==> src/rtl/jpeg_pkg.sv <==
// Shared types and constants for the Y/Cb/Cr stream arbiter slice.
package jpeg_pkg;

   localparam int FULL_WORD_BITS = 32;

   localparam logic [1:0] CHAN_Y  = 2'd0;
   localparam logic [1:0] CHAN_CB = 2'd1;
   localparam logic [1:0] CHAN_CR = 2'd2;

   typedef enum logic [1:0] {
      S_Y  = 2'd0,
      S_CB = 2'd1,
      S_CR = 2'd2
   } arb_state_e;

   typedef struct packed {
      logic [31:0] data;
      logic [5:0]  bits;
      logic        last;
   } ycc_entry_t;

   // A simultaneous data_ready/eob_empty collapses into the single final entry.
   function automatic ycc_entry_t make_entry(input logic [31:0] word,
                                             input logic [4:0]  orc,
                                             input logic        eob);
      ycc_entry_t e;
      e.data = word;
      e.bits = eob ? {1'b0, orc} : 6'(FULL_WORD_BITS);
      e.last = eob;
      return e;
   endfunction

endpackage

==> src/rtl/ycc_stream_arbiter_if.sv <==
// Merged output stream of the Y/Cb/Cr arbiter: MSB-aligned word plus sideband.
interface ycc_stream_arbiter_if;
   logic [31:0] out_data;
   logic [5:0]  out_bits;
   logic        out_valid;
   logic        out_ready;
   logic [1:0]  out_chan;
   logic        out_last;

   modport master (output out_data, out_bits, out_valid, out_chan, out_last,
                   input  out_ready);
   modport slave  (input  out_data, out_bits, out_valid, out_chan, out_last,
                   output out_ready);
endinterface

==> src/rtl/ycc_entry_fifo.sv <==
// Synchronous entry FIFO with an extra pointer MSB separating full from empty.
module ycc_entry_fifo
   import jpeg_pkg::*;
#(
   parameter int DEPTH = 16
) (
   input  logic                     clk,
   input  logic                     rst,
   input  logic                     push,
   input  ycc_entry_t               push_entry,
   input  logic                     pop,
   output ycc_entry_t               head,
   output logic                     drop,
   output logic [$clog2(DEPTH):0]   count
);

   localparam int AW = $clog2(DEPTH);

   ycc_entry_t mem [DEPTH];
   logic [AW:0] wr_ptr;
   logic [AW:0] rd_ptr;
   logic        empty;
   logic        full;
   logic        do_push;
   logic        do_pop;

   assign empty   = (wr_ptr == rd_ptr);
   assign full    = (wr_ptr[AW] != rd_ptr[AW]) && (wr_ptr[AW-1:0] == rd_ptr[AW-1:0]);
   assign do_pop  = pop & ~empty;
   // When full, a same-cycle pop frees the slot being written.
   assign do_push = push & (~full | do_pop);
   assign drop    = push & full & ~do_pop;
   assign count   = wr_ptr - rd_ptr;
   assign head    = mem[rd_ptr[AW-1:0]];

   always_ff @(posedge clk) begin
      if (rst) begin
         wr_ptr <= '0;
         rd_ptr <= '0;
      end else begin
         if (do_push) wr_ptr <= wr_ptr + 1'b1;
         if (do_pop)  rd_ptr <= rd_ptr + 1'b1;
      end
   end

   always_ff @(posedge clk) begin
      if (do_push) mem[wr_ptr[AW-1:0]] <= push_entry;
   end

endmodule

==> src/rtl/ycc_stream_arbiter.sv <==
// Merges per-channel Huffman words into one stream, one 8x8 block per channel in Y/Cb/Cr order.
// Optional statistics outputs (mcu_count, max_fill) are built when YCC_ARB_STATS_EN is defined.
//
//   state | meaning
//   S_Y   | emitting the Y block, waiting for its final word
//   S_CB  | emitting the Cb block, waiting for its final word
//   S_CR  | emitting the Cr block; its final word closes the MCU
module ycc_stream_arbiter
   import jpeg_pkg::*;
#(
   parameter int FIFO_DEPTH = 16
) (
   input  logic                  clk,
   input  logic                  rst,
   input  logic [31:0]           y_JPEG_bitstream,
   input  logic [31:0]           cb_JPEG_bitstream,
   input  logic [31:0]           cr_JPEG_bitstream,
   input  logic                  y_data_ready,
   input  logic                  cb_data_ready,
   input  logic                  cr_data_ready,
   input  logic [4:0]            y_orc,
   input  logic [4:0]            cb_orc,
   input  logic [4:0]            cr_orc,
   input  logic                  y_eob_empty,
   input  logic                  cb_eob_empty,
   input  logic                  cr_eob_empty,
   ycc_stream_arbiter_if.master  out_if,
   output logic                  overflow
`ifdef YCC_ARB_STATS_EN
   ,
   output logic [15:0]           mcu_count,
   output logic [6:0]            max_fill
`endif
);

   localparam int CW = $clog2(FIFO_DEPTH) + 1;

   arb_state_e  state;
   logic [31:0] word [3];
   logic [4:0]  orc [3];
   logic [2:0]  dr;
   logic [2:0]  eob;
   logic [2:0]  push;
   logic [2:0]  pop;
   logic [2:0]  drop;
   ycc_entry_t  push_entry [3];
   ycc_entry_t  head [3];
   logic [CW-1:0] fill [3];

   logic [1:0]  sel;
   ycc_entry_t  sel_head;
   logic        valid;
   logic        last;
   logic        handshake;

   assign word[0] = y_JPEG_bitstream;
   assign word[1] = cb_JPEG_bitstream;
   assign word[2] = cr_JPEG_bitstream;
   assign orc[0]  = y_orc;
   assign orc[1]  = cb_orc;
   assign orc[2]  = cr_orc;
   assign dr      = {cr_data_ready, cb_data_ready, y_data_ready};
   assign eob     = {cr_eob_empty, cb_eob_empty, y_eob_empty};

   for (genvar i = 0; i < 3; i++) begin : g_chan
      assign push[i]       = (dr[i] | eob[i]) & ~rst;
      assign push_entry[i] = make_entry(word[i], orc[i], eob[i]);

      ycc_entry_fifo #(.DEPTH(FIFO_DEPTH)) u_fifo (
         .clk        (clk),
         .rst        (rst),
         .push       (push[i]),
         .push_entry (push_entry[i]),
         .pop        (pop[i]),
         .head       (head[i]),
         .drop       (drop[i]),
         .count      (fill[i])
      );
   end

   always_comb begin
      sel      = CHAN_Y;
      sel_head = head[0];
      case (state)
         S_CB: begin sel = CHAN_CB; sel_head = head[1]; end
         S_CR: begin sel = CHAN_CR; sel_head = head[2]; end
         default: begin sel = CHAN_Y; sel_head = head[0]; end
      endcase
   end

   assign valid     = (fill[sel] != '0);
   assign last      = valid & sel_head.last & (state == S_CR);
   assign handshake = valid & out_if.out_ready;
   assign pop       = handshake ? (3'b001 << sel) : 3'b000;

   // Masking with valid keeps the outputs at zero while empty and after reset.
   assign out_if.out_valid = valid;
   assign out_if.out_data  = valid ? sel_head.data : '0;
   assign out_if.out_bits  = valid ? sel_head.bits : '0;
   assign out_if.out_chan  = valid ? sel : '0;
   assign out_if.out_last  = last;

   always_ff @(posedge clk) begin
      if (rst) begin
         state <= S_Y;
      end else if (handshake && sel_head.last) begin
         case (state)
            S_Y:     state <= S_CB;
            S_CB:    state <= S_CR;
            default: state <= S_Y;
         endcase
      end
   end

   always_ff @(posedge clk) begin
      if (rst)        overflow <= 1'b0;
      else if (|drop) overflow <= 1'b1;
   end

`ifdef YCC_ARB_STATS_EN
   logic [6:0] peak;

   always_comb begin
      peak = 7'(fill[0]);
      if (7'(fill[1]) > peak) peak = 7'(fill[1]);
      if (7'(fill[2]) > peak) peak = 7'(fill[2]);
   end

   always_ff @(posedge clk) begin
      if (rst) begin
         mcu_count <= '0;
         max_fill  <= '0;
      end else begin
         if (handshake && last) mcu_count <= mcu_count + 16'd1;
         if (peak > max_fill)   max_fill  <= peak;
      end
   end
`endif

endmodule

==> src/flat_wrapper.sv <==
// flat-port wrapper written by rule: the top's interface ports become plain ports
module ycc_stream_arbiter_flat import jpeg_pkg::*;
#(
   parameter int FIFO_DEPTH = 16
)
  (clk, rst, y_JPEG_bitstream, cb_JPEG_bitstream, cr_JPEG_bitstream, y_data_ready, cb_data_ready, cr_data_ready, y_orc, cb_orc, cr_orc, y_eob_empty, cb_eob_empty, cr_eob_empty, overflow, out_if_out_data, out_if_out_bits, out_if_out_valid, out_if_out_chan, out_if_out_last, out_if_out_ready);
  ycc_stream_arbiter_if out_if_i ();
  input  logic clk;
  input  logic rst;
  input  logic [31:0] y_JPEG_bitstream;
  input  logic [31:0] cb_JPEG_bitstream;
  input  logic [31:0] cr_JPEG_bitstream;
  input  logic y_data_ready;
  input  logic cb_data_ready;
  input  logic cr_data_ready;
  input  logic [4:0] y_orc;
  input  logic [4:0] cb_orc;
  input  logic [4:0] cr_orc;
  input  logic y_eob_empty;
  input  logic cb_eob_empty;
  input  logic cr_eob_empty;
  output logic overflow;
  output wire logic [$bits(out_if_i.out_data)-1:0] out_if_out_data;
  output wire logic [$bits(out_if_i.out_bits)-1:0] out_if_out_bits;
  output wire logic [$bits(out_if_i.out_valid)-1:0] out_if_out_valid;
  output wire logic [$bits(out_if_i.out_chan)-1:0] out_if_out_chan;
  output wire logic [$bits(out_if_i.out_last)-1:0] out_if_out_last;
  input wire logic [$bits(out_if_i.out_ready)-1:0] out_if_out_ready;
  assign out_if_out_data = out_if_i.out_data;
  assign out_if_out_bits = out_if_i.out_bits;
  assign out_if_out_valid = out_if_i.out_valid;
  assign out_if_out_chan = out_if_i.out_chan;
  assign out_if_out_last = out_if_i.out_last;
  assign out_if_i.out_ready = out_if_out_ready;
  ycc_stream_arbiter #(.FIFO_DEPTH(FIFO_DEPTH)) u_core (.clk(clk), .rst(rst), .y_JPEG_bitstream(y_JPEG_bitstream), .cb_JPEG_bitstream(cb_JPEG_bitstream), .cr_JPEG_bitstream(cr_JPEG_bitstream), .y_data_ready(y_data_ready), .cb_data_ready(cb_data_ready), .cr_data_ready(cr_data_ready), .y_orc(y_orc), .cb_orc(cb_orc), .cr_orc(cr_orc), .y_eob_empty(y_eob_empty), .cb_eob_empty(cb_eob_empty), .cr_eob_empty(cr_eob_empty), .out_if(out_if_i), .overflow(overflow));
endmodule
==> config.mk <==
export PLATFORM = sky130hd
export DESIGN_NAME = ycc_stream_arbiter_flat
export DESIGN_NICKNAME = d
export VERILOG_FILES = /design/src/rtl/jpeg_pkg.sv /design/src/rtl/ycc_stream_arbiter_if.sv /design/src/rtl/ycc_entry_fifo.sv /design/src/rtl/ycc_stream_arbiter.sv /design/src/flat_wrapper.sv
export SDC_FILE = /design/constraint.sdc
export NUM_CORES = 2
export LEC_CHECK = 0
export ABC_AREA = 1
export BUFFER_PORTS_ARGS = -buffer_cell sky130_fd_sc_hd__clkbuf_2
export CORE_UTILIZATION = 40
export DETAILED_ROUTE_END_ITERATION = 10
export PLACE_DENSITY = 0.65
export SETUP_SLACK_MARGIN = 0.5
export SYNTH_ARGS = -nofsm -noshare
export SYNTH_HDL_FRONTEND = slang
export SYNTH_SLANG_ARGS = --single-unit
==> constraint.sdc <==
create_clock -name clk -period 8.2 [get_ports clk]
set_input_delay 0.82 -clock clk [delete_from_list [all_inputs] [get_ports clk]]
set_output_delay 0.82 -clock clk [all_outputs]
set_load 0.03 [all_outputs]
==> results.yml <==
critical_path:
  critPathBufInv: 3
  crit_path_cell_trace: "inv_8 > buf_4 > o21ai_0 > o22ai_1 > nand2_1 > nand3_1 > nand3_1 > nand3_1 > nand2_1 > a21oi_1 > clkbuf_2"
  crit_fanout: 146
  arrival_ns: 5.04
  critPathLaunchType: "flip-flop"
  crit_top_cell: "nand3_1"
  end_kind: "output pin"
  critPathKind: "flip-flop to output pin"
  critPathTopFamily: "buffers and inverters"
  critPathMaxStageDelay_ns: 0.95
  reg2reg_from: "u_core.state[1]"
  slowest_stage: "buf_4"
  crit_required_ns: 7.38
clocking:
  clock_path_buffers: 3
  path_clk_slew_ns: 0.06
  cts_tree: "yes"
  clkLatencyLatePin_ns: 0.87
  post_cts_resized: 0
  h-tree-depth: 4
  cts_num_sinks: 1917
  cts_buffers: 186
  cts_hold_buf: 0
  root_buffer: "clkbuf_16"
  post_cts_buffers: 0
power:
  total_power_mw: 23.35
  leakage_nw: 28.48
  peakVddDrop_uv: 297.6
  power_density_nw_per_um2: 272.5
timing:
  worst_slack_ns: 2.340
  slew_headroom: 0.2167
  final_max_slew_viol_count: 0
  fin_worst_skew_ns: 0.07344
  rsz0062_at_grt: "false"
  worst_pin_slew_ns: 1.175
  fin_crit_sh: 0.7146
  max_freq_mhz: 170.7
  finalSetupViolCount: 0
  holdWs_ns: 0.3602
  min_period_ns: 5.860
  setup_tns_ns: 0
  hold_viol: 0
route:
  via_per_inst: 5.772
  drt_iter0_drc: 6416
  finalWirelength_microns: 212500
  firstDrtPassIters: 6
  drc: 0
  antenna_left: 0
  wl_per_cell_microns: 24.75
  vias: 49567
floorplan:
  die_w_microns: 438.6
  num_io_pins: 163
  die_area_sq_um: 192400
  core_area_sq_um: 188600
  start_util: 0.4043
  dieHeight_microns: 438.6
  rows: 159
synthesis:
  yosysMostFrequentCell: "edfxtp_1"
  ys_top_cells_by_count: "edfxtp_1 (1872), nand2_1 (871), nor2_1 (729), o21ai_0 (656), a21oi_1 (328)"
  synthFlopType: "edfxtp_1"
  synth_seq_cells: 1917
  ys_warn_count: 0
  synthDominantCellAreaShare: 0.7372
  syn_nets: 6055
  yosysTopAreaCell: "edfxtp_1"
  synth-async-reset-ratio: 0
  syn_inst: 5900
  synth_seq_area_share: 0.7490
  synth_edf_count: 1872
  synth_area_leaders: "edfxtp_1 (74%), o21ai_0 (4.3%), nand2_1 (4.3%), nor2_1 (3.6%), a21oi_1 (2.2%)"
  synth_cell_type_count: 43
  syn_area_sq_um: 76250
  syn_area_per_cell_sq_um: 12.92
global_route:
  antenna_found_initial: 25
  grtUsageTotal: 0.2152
  grt_pass1_wl_microns: 308400
  grt_max_degree: 213
  first_global_vias: 46673
  grt-ovfl-total: 0
placement:
  gp_congestion: 0.9082
  hpwlAfterDp_microns: 110500
  io_buffers: 162
  dpl_worst_slack_ns: 3.198
cells_and_area:
  areaGrowthSynthToFinish_pct: 12.40
  final_nets: 6086
  n_fill_cell: 16556
  finish.utilization: 0.4544
  layout-drive-gt1-share: 0.09831
hold_path:
  hold_class: "input port to flip-flop"
  hold_start: "y_JPEG_bitstream[10]"
status:
  status: "completed"
job:
  cap_violations: 0
through the flow:
step,area [sq um],cells
floorplan,76250,5900
global placement,79660,8238
detailed placement,79660,8238
CTS,85680,8578
global route,85700,8585
finish,85710,8587
path summary, 6_finish.rpt:
check                                  endpoint  slack [ns]  depth (start not counted)
max                         out_if_out_data[20]        2.34                         11
min          u_core.g_chan[0].u_fifo.mem[1][17]        0.36                          1
max reg2reg  u_core.g_chan[0].u_fifo.mem[8][34]        3.40                         15
min reg2reg   u_core.g_chan[0].u_fifo.wr_ptr[4]        0.49                          2
state kept, by name, summed over array words and instances, names as in the netlist, named ones only:
name                         cells
u_core.state                     2
u_core.overflow                  1
u_core.g_chan.u_fifo.rd_ptr     15
u_core.g_chan.u_fifo.mem      1872
u_core.g_chan.u_fifo.wr_ptr     15
layer usage:
metal  vias up  track usage  wire length, microns
met5         -            0                   112
li1      21969            -                     -
met1     24632       0.2888                 84270
met2      2524       0.3376                 99080
met3       426      0.04301                 19400
met4        16      0.09835                  9638
worst reg2reg max path: cells and delay by family, from the launching register on:
family                     cells  cell delay [ns]
DFF                            1             0.34
and+or+nand+nor                9             1.74
buffers and inverters          5             1.68
adders and majority gates      1             0.66
cell type report:
cell class | instances | area, sq um | share of cell area
timing repair buffer | 254 | 1539 | 0.01796
inverter | 84 | 360.3 | 0.004204
clock buffer | 235 | 4860 | 0.05670
multi-input combinational | 3488 | 17490 | 0.2040
antenna | 9 | 22.52 | 0.0002628
sequential | 1917 | 57150 | 0.6668
tap | 2495 | 3122 | 0.03642
clock inverter | 105 | 1166 | 0.01361
report_power, final:
group / leakage [nW] / internal, mW / total, mW / switching [mW]
clock network: 2.90 / 4.71 / 8.43 / 3.72
logic: 8.28 / 0.916 / 3.92 / 3.01
registers: 17.3 / 10.9 / 11.0 / 0.0891
total: 28.5 / 16.5 / 23.4 / 6.82
kinds of logic after synthesis:
kind of cell | share of synthesized area
AOI/OAI and AO/OA | 0.1182
xor gates and xnor gates | 0.001723
adders and majority gates | 0.006038
buffers and inverters | 0.02652
DFF | 0.7490
and+or+nand+nor | 0.09851
cells in the final DEF, fill, tap and decap left out, types with 11 or more instances in the layout:
cell type	n
a32oi_1	33
a211o_1	25
a21oi_1	328
clkbuf_16	187
nand2_1	871
o311ai_0	35
o21ai_0	656
inv_1	66
xor2_1	15
clkinv_16	11
clkinv_1	44
o22ai_1	237
buf_4	89
a22oi_1	40
bufinv_16	15
o21ai_1	57
o221ai_1	67
nor2_1	681
edfxtp_1	1872
clkbuf_1	48
nor2_4	48
ha_1	29
nand3_1	254
clkbuf_2	162
a221oi_1	41
dfxtp_1	33
clkinv_2	29
No activity file was read; power rests on OpenSTA's default activity.
